**config.mk**
```make
export PLATFORM = sky130hd
export DESIGN_NAME = apb_slave_regfile
export DESIGN_NICKNAME = d
export VERILOG_FILES = /design/src/rtl/apb_slave_regfile.sv
export SDC_FILE = /design/constraint.sdc
export NUM_CORES = 1
export LEC_CHECK = 0
export BUFFER_PORTS_ARGS = -buffer_cell sky130_fd_sc_hd__buf_4
export CAP_MARGIN = 10
export CORE_MARGIN = 2
export CORE_UTILIZATION = 26
export CTS_CLUSTER_SIZE = 40
export DETAILED_ROUTE_END_ITERATION = 16
export GPL_TIMING_DRIVEN = 1
export PLACE_DENSITY_LB_ADDON = 0.15
export SLEW_MARGIN = 10
export SYNTH_ARGS = -nofsm -noshare
export SYNTH_HDL_FRONTEND = slang
export SYNTH_SLANG_ARGS = --single-unit
```
**constraint.sdc**
```tcl
create_clock -name PCLK -period 4.63 [get_ports PCLK]
set_input_delay 1.1575 -clock PCLK [delete_from_list [all_inputs] [get_ports PCLK]]
set_output_delay 1.1575 -clock PCLK [all_outputs]
set_load 0.005 [all_outputs]
```
**src/rtl/apb_slave_regfile.sv**
```systemverilog
// APB completer fronting a small 32-bit register file (word 0 = read-only ID).
// Latency: setup + WAIT_STATES+1 access cycles; PREADY is decoded from registered state only.
// Backpressure: PREADY is held low for WAIT_STATES access cycles; PSLVERR flags illegal accesses.
module apb_slave_regfile #(
   parameter int                   ADDR_WIDTH  = 32,
   parameter int                   DATA_WIDTH  = 32,
   parameter int                   NUM_REGS    = 16,
   parameter int                   WAIT_STATES = 0,
   parameter logic [DATA_WIDTH-1:0] ID_VALUE   = 32'hA0B0_0001
) (
   input  logic                      PCLK,
   input  logic                      RESET,
   input  logic [ADDR_WIDTH-1:0]     PADDR,
   input  logic                      PSEL,
   input  logic                      PENABLE,
   input  logic                      PWRITE,
   input  logic [DATA_WIDTH-1:0]     PWDATA,
   input  logic [DATA_WIDTH/8-1:0]   PSTRB,
   output logic [DATA_WIDTH-1:0]     PRDATA,
   output logic                      PREADY,
   output logic                      PSLVERR
);

   localparam int STRB_WIDTH = DATA_WIDTH / 8;
   localparam int IDX_WIDTH  = (NUM_REGS > 1) ? $clog2(NUM_REGS) : 1;
   localparam int WIDX_WIDTH = ADDR_WIDTH - 2;

   // Register count expressed at word-address width so the range test is width-matched.
   localparam logic [WIDX_WIDTH-1:0] NUM_REGS_W = WIDX_WIDTH'(NUM_REGS);
   localparam logic [3:0]            WAIT_INIT  = 4'(WAIT_STATES);

   typedef enum logic {
      ST_IDLE,
      ST_ACCESS
   } state_t;

   // Everything about a transfer that must survive from setup to completion.
   typedef struct packed {
      logic [IDX_WIDTH-1:0]  idx;
      logic                  write;
      logic                  err;
      logic [DATA_WIDTH-1:0] wdata;
      logic [STRB_WIDTH-1:0] strb;
   } req_t;

   state_t                state_q;
   state_t                state_nxt;
   logic [3:0]            cnt_q;
   logic [3:0]            cnt_nxt;
   req_t                  req_q;
   req_t                  setup_req;
   logic [WIDX_WIDTH-1:0] setup_widx;
   logic [DATA_WIDTH-1:0] setup_rdata;
   logic [DATA_WIDTH-1:0] prdata_q;
   logic                  capture;
   logic                  complete;
   logic                  abort;
   logic                  ready;

   logic [DATA_WIDTH-1:0] regs [NUM_REGS];

   // Decode the bus request presented in the setup phase: index, error class and read value.
   always_comb begin
      setup_widx      = PADDR[ADDR_WIDTH-1:2];
      setup_req.idx   = setup_widx[IDX_WIDTH-1:0];
      setup_req.write = PWRITE;
      setup_req.wdata = PWDATA;
      setup_req.strb  = PSTRB;
      setup_req.err   = (PADDR[1:0] != 2'b00)
                      || (setup_widx >= NUM_REGS_W)
                      || (PWRITE && (setup_widx == '0));
      setup_rdata     = '0;
      if (!PWRITE && !setup_req.err) begin
         if (setup_req.idx == '0) begin
            setup_rdata = ID_VALUE;
         end else begin
            setup_rdata = regs[setup_req.idx];
         end
      end
   end

   // State and wait-counter registers.
   always_ff @(posedge PCLK) begin
      if (RESET) begin
         state_q <= ST_IDLE;
         cnt_q   <= '0;
      end else begin
         state_q <= state_nxt;
         cnt_q   <= cnt_nxt;
      end
   end

   // Next-state logic: setup capture, wait countdown, completion and abort.
   always_comb begin
      state_nxt = state_q;
      cnt_nxt   = cnt_q;
      capture   = 1'b0;
      complete  = 1'b0;
      abort     = 1'b0;
      ready     = (state_q == ST_ACCESS) && (cnt_q == '0);
      case (state_q)
         ST_IDLE: begin
            // PSEL with PENABLE already high is a protocol violation and is ignored.
            if (PSEL && !PENABLE) begin
               state_nxt = ST_ACCESS;
               cnt_nxt   = WAIT_INIT;
               capture   = 1'b1;
            end
         end
         ST_ACCESS: begin
            if (!PSEL) begin
               state_nxt = ST_IDLE;
               cnt_nxt   = '0;
               abort     = 1'b1;
            end else if (ready && PENABLE) begin
               state_nxt = ST_IDLE;
               complete  = 1'b1;
            end else if (cnt_q != '0) begin
               cnt_nxt = cnt_q - 4'd1;
            end
         end
         default: begin
            state_nxt = ST_IDLE;
            cnt_nxt   = '0;
         end
      endcase
   end

   // Capture the request at setup; read data is loaded early so it is valid with PREADY.
   always_ff @(posedge PCLK) begin
      if (RESET) begin
         req_q    <= '0;
         prdata_q <= '0;
      end else if (capture) begin
         req_q    <= setup_req;
         prdata_q <= setup_rdata;
      end else if (complete || abort) begin
         prdata_q <= '0;
      end
   end

   // Register file: byte-strobed writes commit only at an error-free completion.
   always_ff @(posedge PCLK) begin
      if (RESET) begin
         for (int i = 0; i < NUM_REGS; i++) begin
            regs[i] <= '0;
         end
      end else if (complete && req_q.write && !req_q.err) begin
         for (int b = 0; b < STRB_WIDTH; b++) begin
            if (req_q.strb[b]) begin
               regs[req_q.idx][b*8 +: 8] <= req_q.wdata[b*8 +: 8];
            end
         end
      end
   end

   assign PREADY  = ready;
   assign PSLVERR = ready && req_q.err;
   assign PRDATA  = prdata_q;

endmodule
```
==> flow_metrics.tcl <==
set metrics [dict create \
    status "completed" \
    r2r-end "regs[15][12]" \
    path_cells "inv_1 -> ha_1 -> and4bb_2 -> nand4b_1 -> buf_12 -> nor3_1 -> or2_2" \
    drv_cap 0 \
    dp_cells 3176 \
    finalPower_mw 12.1 \
    synth-seq-cells 585 \
    post_cts_resized 0 \
    first_iter_violations 1415 \
    cts_tree "yes" \
    syn_area_per_cell_um2 14.1 \
    syn_nets 1930 \
    final-instance-count-excl-fill 3303 \
    min_period_over_period 0.707 \
    power_density_mw_per_mm2 395 \
    swShare 0.230 \
    synthArstFlopShare 0 \
    pin_count 107 \
    hold_path_end "req_q[0]" \
    relSlewSlack 0.208 \
    fmax_mhz 305 \
    slew_viol_final 0 \
    cts_buffer_depth 3 \
    drive_gt1_frac 0.224 \
    hold_path.class "reg -> reg" \
    initial_utilization 0.262 \
    post_dp_cell_area_mm2 0.0285 \
    wl_mm 82.0 \
    cp.required_ps 4920 \
    fp.dieH_um 322 \
    grt_pass1_wl_mm 118 \
    ant_nets 0 \
    min_path_cells 2 \
    internal_power_mw 9.35 \
    leakage_nw 11.0 \
    post-route-min-period_ps 3280 \
    yosysSeqAreaShare 0.640 \
    whs_ps 459 \
    final_cell_mix "and2_1, edfxtp_1, buf_4, mux4_2, nand2_1" \
    path_delay_family "simple AND/OR/NAND/NOR gates" \
    drt_first_pass_iters 6 \
    sequentialPowerShare 0.496 \
    path_max_fanout 64 \
    ys_types 48 \
    synthFlopType "edfxtp_1" \
    clk_pin_slew_worst_paths_ps 50 \
    root_buffer "clkbuf_16" \
    clock_latency_ps 610 \
    final.setup_skew_ps 28.7 \
    syn_area_mm2 0.0262 \
    die_area_mm2 0.103 \
    clock_sinks 585 \
    setup.worst_path.end_class "flip-flop" \
    grt_pass1_vias 15800 \
    drc_errors 0 \
    num_vias 15700 \
    die_width_um 322 \
    ir_drop_mv 0.199 \
    design_area_mm2 0.0307 \
    cts_made_buffers 68 \
    slowest_stage "nor3_1" \
    rrSetupSlack_ps 1350 \
    areaGrowthSynthToFinish_pct 17.2 \
    holdCritStartpoint "req_q[0]" \
    combPwrFrac 0.058 \
    rsz0062_at_grt "no" \
    p_sw_mw 2.79 \
    gr-total-overflow 0 \
    fin_setup_tns_ps 0 \
    post_cts_buffers 0 \
    cts_hold_buf 0 \
    critical_path_class "reg -> reg" \
    grt_max_degree 111 \
    finalWeightedCongestion 0.755 \
    cp_slowest_stage_delay_ps 960 \
    synth_warnings 0 \
    timing.final.hold_violations 0 \
    cp_num_buf_inv 2 \
    htree_levels 3 \
    port_buffers 106 \
    p_clk_frac 0.446 \
    cp.arrival_ps 3570 \
    groute.usage.overall 0.158 \
    r2r-start "cnt_q[0]" \
    dp_hpwl_mm 53.3 \
    fin_nets 2022 \
    fillCellCount 9853 \
    via_per_inst 4.74 \
    setup_violations 0 \
    rows 116 \
    drt-wirelength-per-cell_um 24.8 \
    core_mm2 0.100 \
    synth_cells 1856 \
    final_common_cell "and2_1" \
    rr_worst_depth 7 \
    tightestPinTransition_ps 1190 \
    worstSetupStartpointType "flip-flop" \
    synth_edf_count 506 \
    antenna_found_initial 2 \
]
==> layout make-up <==
class	count	area, um2	area share
Antenna cell	2	5.00	0.000163
Clock buffer	96	1990	0.0649
Sequential cell	585	16800	0.546
Tap cell	1298	1620	0.0529
Inverter	45	169	0.00550
Clock inverter	29	239	0.00778
Timing Repair Buffer	138	1090	0.0356
Multi-Input combinational cell	1110	8810	0.287
==> layer usage <==
metal | vias to the layer above | part of all wire | GRT usage
met5 | - | 0.00016 | 0
met4 | 2 | 0.017 | 0.0381
met3 | 86 | 0.065 | 0.0307
met2 | 471 | 0.45 | 0.243
met1 | 8086 | 0.47 | 0.229
li1 | 7012 | - | -
==> through the flow <==
stage                util  setup slack (ps)
finish              0.307              1350
global route        0.307              1200
CTS                 0.307              1250
detailed placement  0.285               728
global placement    0.285               720
floorplan               -              1760
==> power groups by stage <==
stage | registers [mW] | clock network [mW] | logic (mW)
floorplan | 6.02 | 0 | 0.465
global placement | 6.13 | 0 | 0.711
detailed placement | 6.13 | 0 | 0.717
CTS | 6.02 | 5.55 | 0.719
global route | 6.03 | 5.74 | 0.757
finish | 6.02 | 5.41 | 0.708
==> worst max-delay path by stage <==
| stage | startpoint | end | slack [ps] | depth (start not counted) |
|---|---|---|---|---|
| after floorplan | PADDR[2] | PRDATA[0] | 1760 | 5 |
| after detailed placement | PADDR[2] | PRDATA[17] | 730 | 6 |
| after CTS | cnt_q[0] | regs[8][26] | 1250 | 7 |
| after global placement | PADDR[2] | PRDATA[17] | 720 | 6 |
| after global routing | req_q[39] | regs[11][23] | 1200 | 4 |
| final | cnt_q[0] | regs[15][12] | 1350 | 7 |
==> synthesized netlist by cell type, types with 2 or more instances <==
master / n / area, um2
o21ai_0: 4 / 20.0
inv_1: 45 / 169
o2bb2ai_1: 2 / 17.5
mux4_2: 113 / 2540
buf_2: 25 / 125
nor3_1: 65 / 325
o22ai_1: 23 / 144
o221a_2: 4 / 45.0
buf_6: 3 / 33.8
nand2b_1: 4 / 25.0
o32ai_1: 25 / 219
dfxtp_1: 79 / 1580
or2_2: 72 / 450
a21o_1: 19 / 143
or3_1: 4 / 25.0
mux2_2: 12 / 135
nor2_1: 11 / 41.3
o221ai_1: 8 / 70.1
a221oi_1: 7 / 61.3
nor4_1: 7 / 43.8
nand4_1: 2 / 12.5
nand2_1: 93 / 349
nand4b_1: 2 / 17.5
buf_1: 4 / 15.0
mux2i_1: 35 / 350
a22o_1: 7 / 61.3
nor2b_1: 6 / 37.5
edfxtp_1: 506 / 15200
a2bb2oi_1: 2 / 17.5
and2_1: 509 / 3180
nand3_1: 7 / 35.0
a21oi_1: 52 / 260
clkbuf_1: 84 / 315
==> sequential cells by signal, summed over array words and instances (netlist names) <==
signal / cells
req_q: 42
cnt_q: 4
PRDATA: 32
state_q: 1
regs: 506
==> cells by family (layout without fill, tap and decap cells) <==
kind of cell               count (synthesis)  count (layout)  synth area share
and+or+nand+nor                          790             790             0.176
other                                      0               2                 0
xor gates and xnor gates                   1               1          0.000334
buffers and inverters                    161             308            0.0251
muxes                                    160             160             0.116
AOI/OAI and AO/OA                        158             158            0.0421
adders and majority gates                  1               1          0.000477
DFF                                      585             585             0.640
==> worst min-delay path, stage by stage (launching register included) <==
cell     delay [ps]
dfxtp_1         310
nand2_1          50
a21oi_1          50
Note: power is estimated with default switching activity, not from simulation.
